--- config.mk ---
export PLATFORM = sky130hd
export DESIGN_NAME = rf_writeback_flat
export DESIGN_NICKNAME = d
export VERILOG_FILES = /design/src/rtl/cpu_pkg.sv /design/src/rtl/rf_writeback_if.sv /design/src/rtl/load_align.sv /design/src/rtl/rf_writeback.sv /design/src/flat_wrapper.sv
export SDC_FILE = /design/constraint.sdc
export NUM_CORES = 1
export LEC_CHECK = 0
export ABC_AREA = 1
export CAP_MARGIN = 20
export CORE_MARGIN = 5
export CORE_UTILIZATION = 48
export CTS_BUF_LIST = sky130_fd_sc_hd__clkbuf_8
export DETAILED_ROUTE_END_ITERATION = 12
export PLACE_DENSITY_LB_ADDON = 0.12
export REMOVE_ABC_BUFFERS = 1
export SLEW_MARGIN = 20
export SYNTH_ARGS = -nofsm -noshare
export SYNTH_HDL_FRONTEND = slang
export SYNTH_SLANG_ARGS = --single-unit
--- constraint.sdc ---
create_clock -name clk -period 3.2 [get_ports clk]
set_clock_uncertainty 0.05 [all_clocks]
set_input_delay 0.64 -clock clk [delete_from_list [all_inputs] [get_ports clk]]
set_output_delay 0.64 -clock clk [all_outputs]
set_load 0.01 [all_outputs]
--- src/rtl/cpu_pkg.sv ---
// Shared CPU constants: datapath widths, load funct3 encodings, writeback FSM states.
package cpu_pkg;

  localparam int unsigned XLEN   = 32;
  localparam int unsigned REG_AW = 5;

  localparam logic [2:0] F3_LB  = 3'b000;
  localparam logic [2:0] F3_LH  = 3'b001;
  localparam logic [2:0] F3_LW  = 3'b010;
  localparam logic [2:0] F3_LBU = 3'b100;
  localparam logic [2:0] F3_LHU = 3'b101;

  typedef enum logic {
    IDLE      = 1'b0,
    WAIT_LOAD = 1'b1
  } wb_state_e;

endpackage

--- src/rtl/rf_writeback_if.sv ---
// Writeback bus: ALU result handshake, load issue/response, register-file write port, status.
interface rf_writeback_if #(
  parameter int unsigned XLEN   = cpu_pkg::XLEN,
  parameter int unsigned REG_AW = cpu_pkg::REG_AW
);

  logic              alu_valid;
  logic              alu_ready;
  logic [REG_AW-1:0] alu_rd;
  logic [XLEN-1:0]   alu_result;
  logic              ld_issue_valid;
  logic              ld_issue_ready;
  logic [REG_AW-1:0] ld_issue_rd;
  logic [2:0]        ld_funct3;
  logic [1:0]        ld_addr_lo;
  logic              mem_rvalid;
  logic [XLEN-1:0]   mem_rdata;
  logic              rd_we;
  logic [REG_AW-1:0] rd_addr;
  logic [XLEN-1:0]   rd_wdata;
  logic              pending_valid;
  logic [REG_AW-1:0] pending_rd;
  logic              spurious_rsp;

  modport master (
    output alu_valid, alu_rd, alu_result,
    output ld_issue_valid, ld_issue_rd, ld_funct3, ld_addr_lo,
    output mem_rvalid, mem_rdata,
    input  alu_ready, ld_issue_ready,
    input  rd_we, rd_addr, rd_wdata,
    input  pending_valid, pending_rd, spurious_rsp
  );

  modport slave (
    input  alu_valid, alu_rd, alu_result,
    input  ld_issue_valid, ld_issue_rd, ld_funct3, ld_addr_lo,
    input  mem_rvalid, mem_rdata,
    output alu_ready, ld_issue_ready,
    output rd_we, rd_addr, rd_wdata,
    output pending_valid, pending_rd, spurious_rsp
  );

endinterface

--- src/rtl/load_align.sv ---
// Load lane extraction with sign/zero extension; unknown funct3 passes the raw word.
module load_align #(
  parameter int unsigned XLEN = cpu_pkg::XLEN
) (
  input  logic [2:0]      funct3,
  input  logic [1:0]      addr_lo,
  input  logic [XLEN-1:0] raw_word,
  output logic [XLEN-1:0] result
);
  import cpu_pkg::*;

  logic [7:0]  byte_sel;
  logic [15:0] half_sel;

  // Select the addressed lane, then extend according to the load type.
  always_comb begin
    byte_sel = raw_word[7:0];
    half_sel = raw_word[15:0];
    result   = raw_word;
    case (addr_lo)
      2'd0:    byte_sel = raw_word[7:0];
      2'd1:    byte_sel = raw_word[15:8];
      2'd2:    byte_sel = raw_word[23:16];
      default: byte_sel = raw_word[31:24];
    endcase
    half_sel = addr_lo[1] ? raw_word[31:16] : raw_word[15:0];
    case (funct3)
      F3_LB:   result = {{(XLEN-8){byte_sel[7]}}, byte_sel};
      F3_LBU:  result = {{(XLEN-8){1'b0}}, byte_sel};
      F3_LH:   result = {{(XLEN-16){half_sel[15]}}, half_sel};
      F3_LHU:  result = {{(XLEN-16){1'b0}}, half_sel};
      F3_LW:   result = raw_word;
      default: result = raw_word;
    endcase
  end

endmodule

--- src/rtl/rf_writeback.sv ---
// Register-file writeback: merges ALU results with one outstanding load, load has write priority.
module rf_writeback #(
  parameter int unsigned XLEN   = cpu_pkg::XLEN,
  parameter int unsigned REG_AW = cpu_pkg::REG_AW
) (
  input logic           clk,
  input logic           rst,
  rf_writeback_if.slave bus
);
  import cpu_pkg::*;

  wb_state_e         state_q, state_d;
  logic [REG_AW-1:0] pend_rd_q;
  logic [2:0]        pend_f3_q;
  logic [1:0]        pend_lo_q;
  logic              rsp_hit;
  logic              waw_block;
  logic              issue_fire;
  logic              alu_fire;
  logic              ld_ready;
  logic              alu_ready;
  logic [XLEN-1:0]   ld_data;
  logic              we_q;
  logic [REG_AW-1:0] addr_q;
  logic [XLEN-1:0]   wdata_q;
  logic              spur_q;

  load_align #(.XLEN(XLEN)) u_align (
    .funct3   (pend_f3_q),
    .addr_lo  (pend_lo_q),
    .raw_word (bus.mem_rdata),
    .result   (ld_data)
  );

  // Handshake readiness and next state; a response frees the slot for a same-cycle reissue.
  always_comb begin
    state_d    = state_q;
    rsp_hit    = (state_q == WAIT_LOAD) && bus.mem_rvalid;
    waw_block  = (state_q == WAIT_LOAD) && (bus.alu_rd == pend_rd_q) && (bus.alu_rd != '0);
    ld_ready   = !rst && ((state_q == IDLE) || bus.mem_rvalid);
    alu_ready  = !rst && !rsp_hit && !waw_block;
    issue_fire = bus.ld_issue_valid && ld_ready;
    alu_fire   = bus.alu_valid && alu_ready;
    if (issue_fire) begin
      state_d = WAIT_LOAD;
    end else if (rsp_hit) begin
      state_d = IDLE;
    end
  end

  // FSM state and the recorded fields of the outstanding load.
  always_ff @(posedge clk) begin
    if (rst) begin
      state_q   <= IDLE;
      pend_rd_q <= '0;
      pend_f3_q <= '0;
      pend_lo_q <= '0;
    end else begin
      state_q <= state_d;
      if (issue_fire) begin
        pend_rd_q <= bus.ld_issue_rd;
        pend_f3_q <= bus.ld_funct3;
        pend_lo_q <= bus.ld_addr_lo;
      end
    end
  end

  // Registered write port; x0 targets are consumed without asserting the enable.
  always_ff @(posedge clk) begin
    if (rst) begin
      we_q    <= 1'b0;
      addr_q  <= '0;
      wdata_q <= '0;
    end else if (rsp_hit) begin
      we_q    <= (pend_rd_q != '0);
      addr_q  <= pend_rd_q;
      wdata_q <= ld_data;
    end else if (alu_fire) begin
      we_q    <= (bus.alu_rd != '0);
      addr_q  <= bus.alu_rd;
      wdata_q <= bus.alu_result;
    end else begin
      we_q <= 1'b0;
    end
  end

  // Sticky flag for a response arriving with nothing outstanding.
  always_ff @(posedge clk) begin
    if (rst) begin
      spur_q <= 1'b0;
    end else if (bus.mem_rvalid && (state_q == IDLE)) begin
      spur_q <= 1'b1;
    end
  end

  assign bus.alu_ready      = alu_ready;
  assign bus.ld_issue_ready = ld_ready;
  assign bus.rd_we          = we_q;
  assign bus.rd_addr        = addr_q;
  assign bus.rd_wdata       = wdata_q;
  assign bus.pending_valid  = (state_q == WAIT_LOAD);
  assign bus.pending_rd     = pend_rd_q;
  assign bus.spurious_rsp   = spur_q;

endmodule

--- src/flat_wrapper.sv ---
// flat-port wrapper written by rule: the top's interface ports become plain ports
module rf_writeback_flat import cpu_pkg::*;
#(
  parameter int unsigned XLEN   = cpu_pkg::XLEN,
  parameter int unsigned REG_AW = cpu_pkg::REG_AW
)
  (clk, rst, bus_alu_valid, bus_alu_rd, bus_alu_result, bus_ld_issue_valid, bus_ld_issue_rd, bus_ld_funct3, bus_ld_addr_lo, bus_mem_rvalid, bus_mem_rdata, bus_alu_ready, bus_ld_issue_ready, bus_rd_we, bus_rd_addr, bus_rd_wdata, bus_pending_valid, bus_pending_rd, bus_spurious_rsp);
  rf_writeback_if #(.XLEN(XLEN), .REG_AW(REG_AW)) bus_i ();
  input logic clk;
  input logic rst;
  input wire logic [$bits(bus_i.alu_valid)-1:0] bus_alu_valid;
  input wire logic [$bits(bus_i.alu_rd)-1:0] bus_alu_rd;
  input wire logic [$bits(bus_i.alu_result)-1:0] bus_alu_result;
  input wire logic [$bits(bus_i.ld_issue_valid)-1:0] bus_ld_issue_valid;
  input wire logic [$bits(bus_i.ld_issue_rd)-1:0] bus_ld_issue_rd;
  input wire logic [$bits(bus_i.ld_funct3)-1:0] bus_ld_funct3;
  input wire logic [$bits(bus_i.ld_addr_lo)-1:0] bus_ld_addr_lo;
  input wire logic [$bits(bus_i.mem_rvalid)-1:0] bus_mem_rvalid;
  input wire logic [$bits(bus_i.mem_rdata)-1:0] bus_mem_rdata;
  output wire logic [$bits(bus_i.alu_ready)-1:0] bus_alu_ready;
  output wire logic [$bits(bus_i.ld_issue_ready)-1:0] bus_ld_issue_ready;
  output wire logic [$bits(bus_i.rd_we)-1:0] bus_rd_we;
  output wire logic [$bits(bus_i.rd_addr)-1:0] bus_rd_addr;
  output wire logic [$bits(bus_i.rd_wdata)-1:0] bus_rd_wdata;
  output wire logic [$bits(bus_i.pending_valid)-1:0] bus_pending_valid;
  output wire logic [$bits(bus_i.pending_rd)-1:0] bus_pending_rd;
  output wire logic [$bits(bus_i.spurious_rsp)-1:0] bus_spurious_rsp;
  assign bus_i.alu_valid = bus_alu_valid;
  assign bus_i.alu_rd = bus_alu_rd;
  assign bus_i.alu_result = bus_alu_result;
  assign bus_i.ld_issue_valid = bus_ld_issue_valid;
  assign bus_i.ld_issue_rd = bus_ld_issue_rd;
  assign bus_i.ld_funct3 = bus_ld_funct3;
  assign bus_i.ld_addr_lo = bus_ld_addr_lo;
  assign bus_i.mem_rvalid = bus_mem_rvalid;
  assign bus_i.mem_rdata = bus_mem_rdata;
  assign bus_alu_ready = bus_i.alu_ready;
  assign bus_ld_issue_ready = bus_i.ld_issue_ready;
  assign bus_rd_we = bus_i.rd_we;
  assign bus_rd_addr = bus_i.rd_addr;
  assign bus_rd_wdata = bus_i.rd_wdata;
  assign bus_pending_valid = bus_i.pending_valid;
  assign bus_pending_rd = bus_i.pending_rd;
  assign bus_spurious_rsp = bus_i.spurious_rsp;
  rf_writeback #(.XLEN(XLEN), .REG_AW(REG_AW)) u_core (.clk(clk), .rst(rst), .bus(bus_i));
endmodule
== After elaboration in Yosys (flattened, before gate mapping) ==
Cells that the tools add are included.
Storage, ports and cells
  bits in registers: 50
  logic and storage cells: 45
Operators by class
  equal/unequal tests: 6
  mux-type cells: 11
  bitwise operators: 1
  reduce and logical (&&, ||, !) cells: 19
Operators with widths (count)
  case mux 32 bit (4 select lines): 1
  2-to-1 mux 32 bit: 2
  case mux 8 bit (3 select lines): 1
  2-to-1 mux 16 bit: 1
  2-to-1 mux 5 bit: 2
  nonzero test 5 bit: 2
  logical AND 1 bit: 9
  equality test 3 bit (second input constant): 2
  equality test 5 bit: 1
  2-to-1 mux 1 bit: 4
  nonzero test 2 bit: 2
  equality test 3 x 1 -> 1 bit (second input constant): 1
  logical NOT 1 bit: 3
  logical NOT 3 bit: 1
  equality test 2 x 1 -> 1 bit (second input constant): 1
  equality test 2 bit (second input constant): 1
  logical NOT 2 bit: 1
  logical OR 1 bit: 1
  NOT 1 bit: 1

== Logic depth before layout (Yosys ltp) ==
Gate-level depths: netlist of the first run.
  word-level depth: 8
  depth in mapped cells: 13
  gate-level depth less buffers: 12

== Modules after synthesis ==
From an unflattened synthesis of the first run, not the netlist that was laid out.
Second synthesis, totals
  cell total of the unflattened synthesis: 639
  area, all modules: 3589.7 um^2
By module, submodules not included
  rf_writeback: instances 1, cells an instance 447, area an instance 2693.8 um^2
  load_align: instances 1, cells an instance 192, area an instance 895.9 um^2

== Worst setup path after synthesis of the first run ==
No wires, ideal clock.
  kind: input to output
  start point: input port rst
  end point: output port bus_alu_ready
  arrival time: 1371 ps
  data required time: 2510 ps
  setup slack: 1139 ps
  cell stages on the path: 5
  path buffers: 2
  cell sequence: clkbuf_1 inv_1 clkbuf_1 nand2_1 nor2_1
Between the ends
  longest elaborated chain between the ends: 3
Ends and longest elaborated chain
  from (decl): RTL line flat_wrapper.sv:10  | input logic rst;
  logical NOT 1 bit: RTL line rf_writeback.sv:41  | alu_ready = !rst && !rsp_hit && !waw_block;
  logical AND 1 bit (2 in a row): RTL line rf_writeback.sv:41
  to (decl): RTL line flat_wrapper.sv:20  | output wire logic [$bits(bus_i.alu_ready)-1:0] bus_alu_ready;
No other way between the ends.

== Worst setup path after layout of the first run ==
  start point: input port bus_alu_rd[0]
  end point: output port bus_alu_ready
Between the ends
  longest elaborated chain between the ends: 5
  elaborated cells between the ends (all ways): 6
Ends and longest elaborated chain
  from (decl): RTL line flat_wrapper.sv:12  | input wire logic [$bits(bus_i.alu_rd)-1:0] bus_alu_rd;
  equality test 5 bit: RTL line rf_writeback.sv:39  | waw_block = (state_q == WAIT_LOAD) && (bus.alu_rd == pend_rd_q) && (bus.alu_rd != '0);
  logical AND 1 bit: RTL line rf_writeback.sv:39
  logical AND 1 bit (*): RTL line rf_writeback.sv:39
  logical NOT 1 bit (*): RTL line rf_writeback.sv:41
  logical AND 1 bit (*): RTL line rf_writeback.sv:41
Mark *: on every way between the ends. The rest lies on a longest branch, timed or not.

==> results.tsv, run 1 <==
metric	value	unit
async_reset_ff_frac	0	
finalHoldViolCount	0	
grt_pass1_wl	16.9	mm
start_util	0.500	
avgSynthCellArea	6.34	um^2
peakVddDrop	223	uV
setup_violations	0	
clockRootBuffer	clkbuf_8	
ctsHoldBuffers	0	
r2r_start	u_core.pend_lo_q[1]	
cts_sinks	50	
cts_buffers	5	
max_stage_delay	0.56	ns
synth.largest_area_cell	dfxtp_1	
synth_top_area_share	0.310	
io_buffers	130	
die_y	92.0	um
ys_warn_count	0	
drcViolationCount	0	
ant_nets	0	
ys_ff_latch	50	
cp_max_fo	3	
max_freq	0.342	GHz
area_growth	43.0	%
cts_resized	0	
reg2reg_setup_slack	1.12	ns
fill_cells	571	
whs	0.448	ns
rr_endpoint	u_core.bus.rd_wdata[18]	
cp.required	2.51	ns
wirelength	10.4	mm
period_minus_slack	2.92	ns
path_class	in2out	
min_path_type	reg2reg	
seq_area	0.00100	mm^2
num-nets-final	703	
status	complete, no violations	
final_common_cell	nand2_1	
row_count	29	
core-area	0.00646	mm^2
grt_pass1_vias	3530	
final_cell_mix	150 x nand2_1, 130 x clkdlybuf4s50_1, 63 x nor2_1	
track_usage	0.243	
dr_total_vias	3751	
instances_no_fill	697	
holdPathEnd	u_core.bus.rd_addr[2]	
p_leak	2.10	nW
fin_crit_sh	0.913	
wl_per_cell	15.0	um
final_max_slew_viol_count	0	
die-area	0.00846	mm^2
synth_area	0.00323	mm^2
slowest_stage	clkdlybuf4s50_1	
drtIter0Drc	211	
synth_ff_type	dfxtp_1	
path_clk_slew	0.10	ns
cts_buffer_depth	2	
worstHoldStart	u_core.bus.rd_addr[2]	
max-cap-violations	0	
overflow	0	
io-pin-count	131	
yosysSeqAreaShare	0.310	
setup_tns	0	ns
drive_gt1_frac	0.0548	
r2r_cells	8	
synth-edff-count	0	
avgViaCountPerCell	5.38	
diodes	0	
post_cts_buffers	0	
power_density	404	mW/mm^2
gp_congestion	0.876	
hold_depth	2	
placed_cells	689	
multi_input_comb_area	0.00186	mm^2
cts_tree	built	
drt-pass1-iter-count	6	
clock_latency	0.31	ns
cp_cell_sequence	clkdlybuf4s50_1 > inv_1 > nand3_1 > nor2_1 > nor2_1 > nand2_1 > nand2_1 > nor2_1 > clkdlybuf4s50_1	
cp-end-kind	output pin	
grt_max_degree	89	
crit_top_cell	nor2_1	
cp.arrival	2.23	ns
antenna_found_initial	0	
synth.distinct_cells	30	
rsz0062_at_grt	false	
htreeDepth	2	
netlist_top_cells_area	dfxtp_1 31%, nand2_1 17%, nand3b_1 8.1%	
slew_headroom	0.423	
die_w	92.0	um
start_kind	input port	
tightest_slew	0.866	ns
synthCells	509	
dpl.hpwl	7.56	mm
logic make-up (layout without fill, tap and decap cells):
| group | after synthesis | count (layout) | share of synthesized area |
|---|---|---|---|
| buffers and inverters | 75 | 186 | 0.115 |
| AND/OR/NAND/NOR | 286 | 286 | 0.402 |
| AO/OA/AOI/OAI | 98 | 98 | 0.174 |
| flip-flops | 50 | 50 | 0.310 |
cells in the mapped netlist, types with 5 or more instances:
| master | count |
|---|---|
| o31ai_1 | 10 |
| nor2_1 | 63 |
| nand3_1 | 26 |
| clkbuf_1 | 18 |
| inv_1 | 35 |
| o21ai_0 | 19 |
| o211ai_1 | 5 |
| o21ai_1 | 17 |
| nand2_1 | 150 |
| buf_6 | 8 |
| a21oi_1 | 35 |
| dfxtp_1 | 50 |
| nand3b_1 | 35 |
| a21boi_0 | 8 |
worst max-delay path: cells and delay by family:
kind                   cells  cell delay, ns
buffers and inverters      3            1.10
and+or+nand+nor            6            0.49
stage by stage:
stage	utilization	worst slack [ns]	power (mW)	cell area, um^2
CTS	0.715	0.272	1.86	4620
finish	0.715	0.280	1.86	4620
global placement	0.693	0.339	1.30	4470
floorplan	-	0.366	1.01	3000
detailed placement	0.693	0.281	1.31	4470
global route	0.715	0.184	1.97	4620
layout make-up:
class | count | share of cell area
clock inverter | 2 | 0.0130
tap | 77 | 0.0209
sequential | 50 | 0.217
timing repair buffer | 139 | 0.296
multi-input combinational | 384 | 0.403
inverter | 39 | 0.0317
clock buffer | 6 | 0.0179
metal layers:
| metal | share of wire | global-route usage | routed length (um) | up-vias |
|---|---|---|---|---|
| met5 | 0 | 0 | 0 | - |
| met3 | 0.088 | 0.0728 | 916 | 23 |
| met2 | 0.48 | 0.398 | 4980 | 175 |
| met1 | 0.41 | 0.297 | 4260 | 1682 |
| li1 | - | - | - | 1871 |
| met4 | 0.026 | 0.104 | 270 | 0 |
worst max path at each step:
stage | from | end | slack, ns | cells past startpoint
floorplan | bus_mem_rvalid | u_core.bus.rd_addr[0] | 0.37 | 8
global placement | bus_alu_rd[0] | bus_alu_ready | 0.34 | 9
detailed placement | bus_alu_rd[0] | bus_alu_ready | 0.28 | 9
CTS | bus_alu_rd[0] | bus_alu_ready | 0.27 | 9
global route | bus_alu_rd[4] | bus_alu_ready | 0.18 | 10
finish | bus_alu_rd[0] | bus_alu_ready | 0.28 | 9
state kept, by name, summed over array words and instances, names as in the netlist:
| name | cells |
|---|---|
| u_core.bus.rd_wdata | 32 |
| u_core.bus.pending_rd | 5 |
| u_core.bus.rd_addr | 5 |
| u_core.pend_f3_q | 3 |
| u_core.pend_lo_q | 2 |
| u_core.bus.pending_valid | 1 |
| u_core.bus.rd_we | 1 |
| u_core.bus.spurious_rsp | 1 |
power by group:
part	total (mW)	switching, mW	internal (mW)
Clock	0.562	0.228	0.334
Combinational	0.584	0.285	0.298
Sequential	0.718	0.0401	0.677
Total	1.86	0.554	1.31
No activity file was read; power rests on OpenSTA's default activity.
==> inputs of run 2 (changes only) <==
--- a/config.mk
+++ b/config.mk
@@ -13,6 +13,7 @@
 export DETAILED_ROUTE_END_ITERATION = 12
 export PLACE_DENSITY_LB_ADDON = 0.12
 export REMOVE_ABC_BUFFERS = 1
+export SKIP_LAST_GASP = 1
 export SLEW_MARGIN = 20
 export SYNTH_ARGS = -nofsm -noshare
 export SYNTH_HDL_FRONTEND = slang
==> results of run 2 <==
The final DEF is identical to that of run 1; final timing and power are the same.
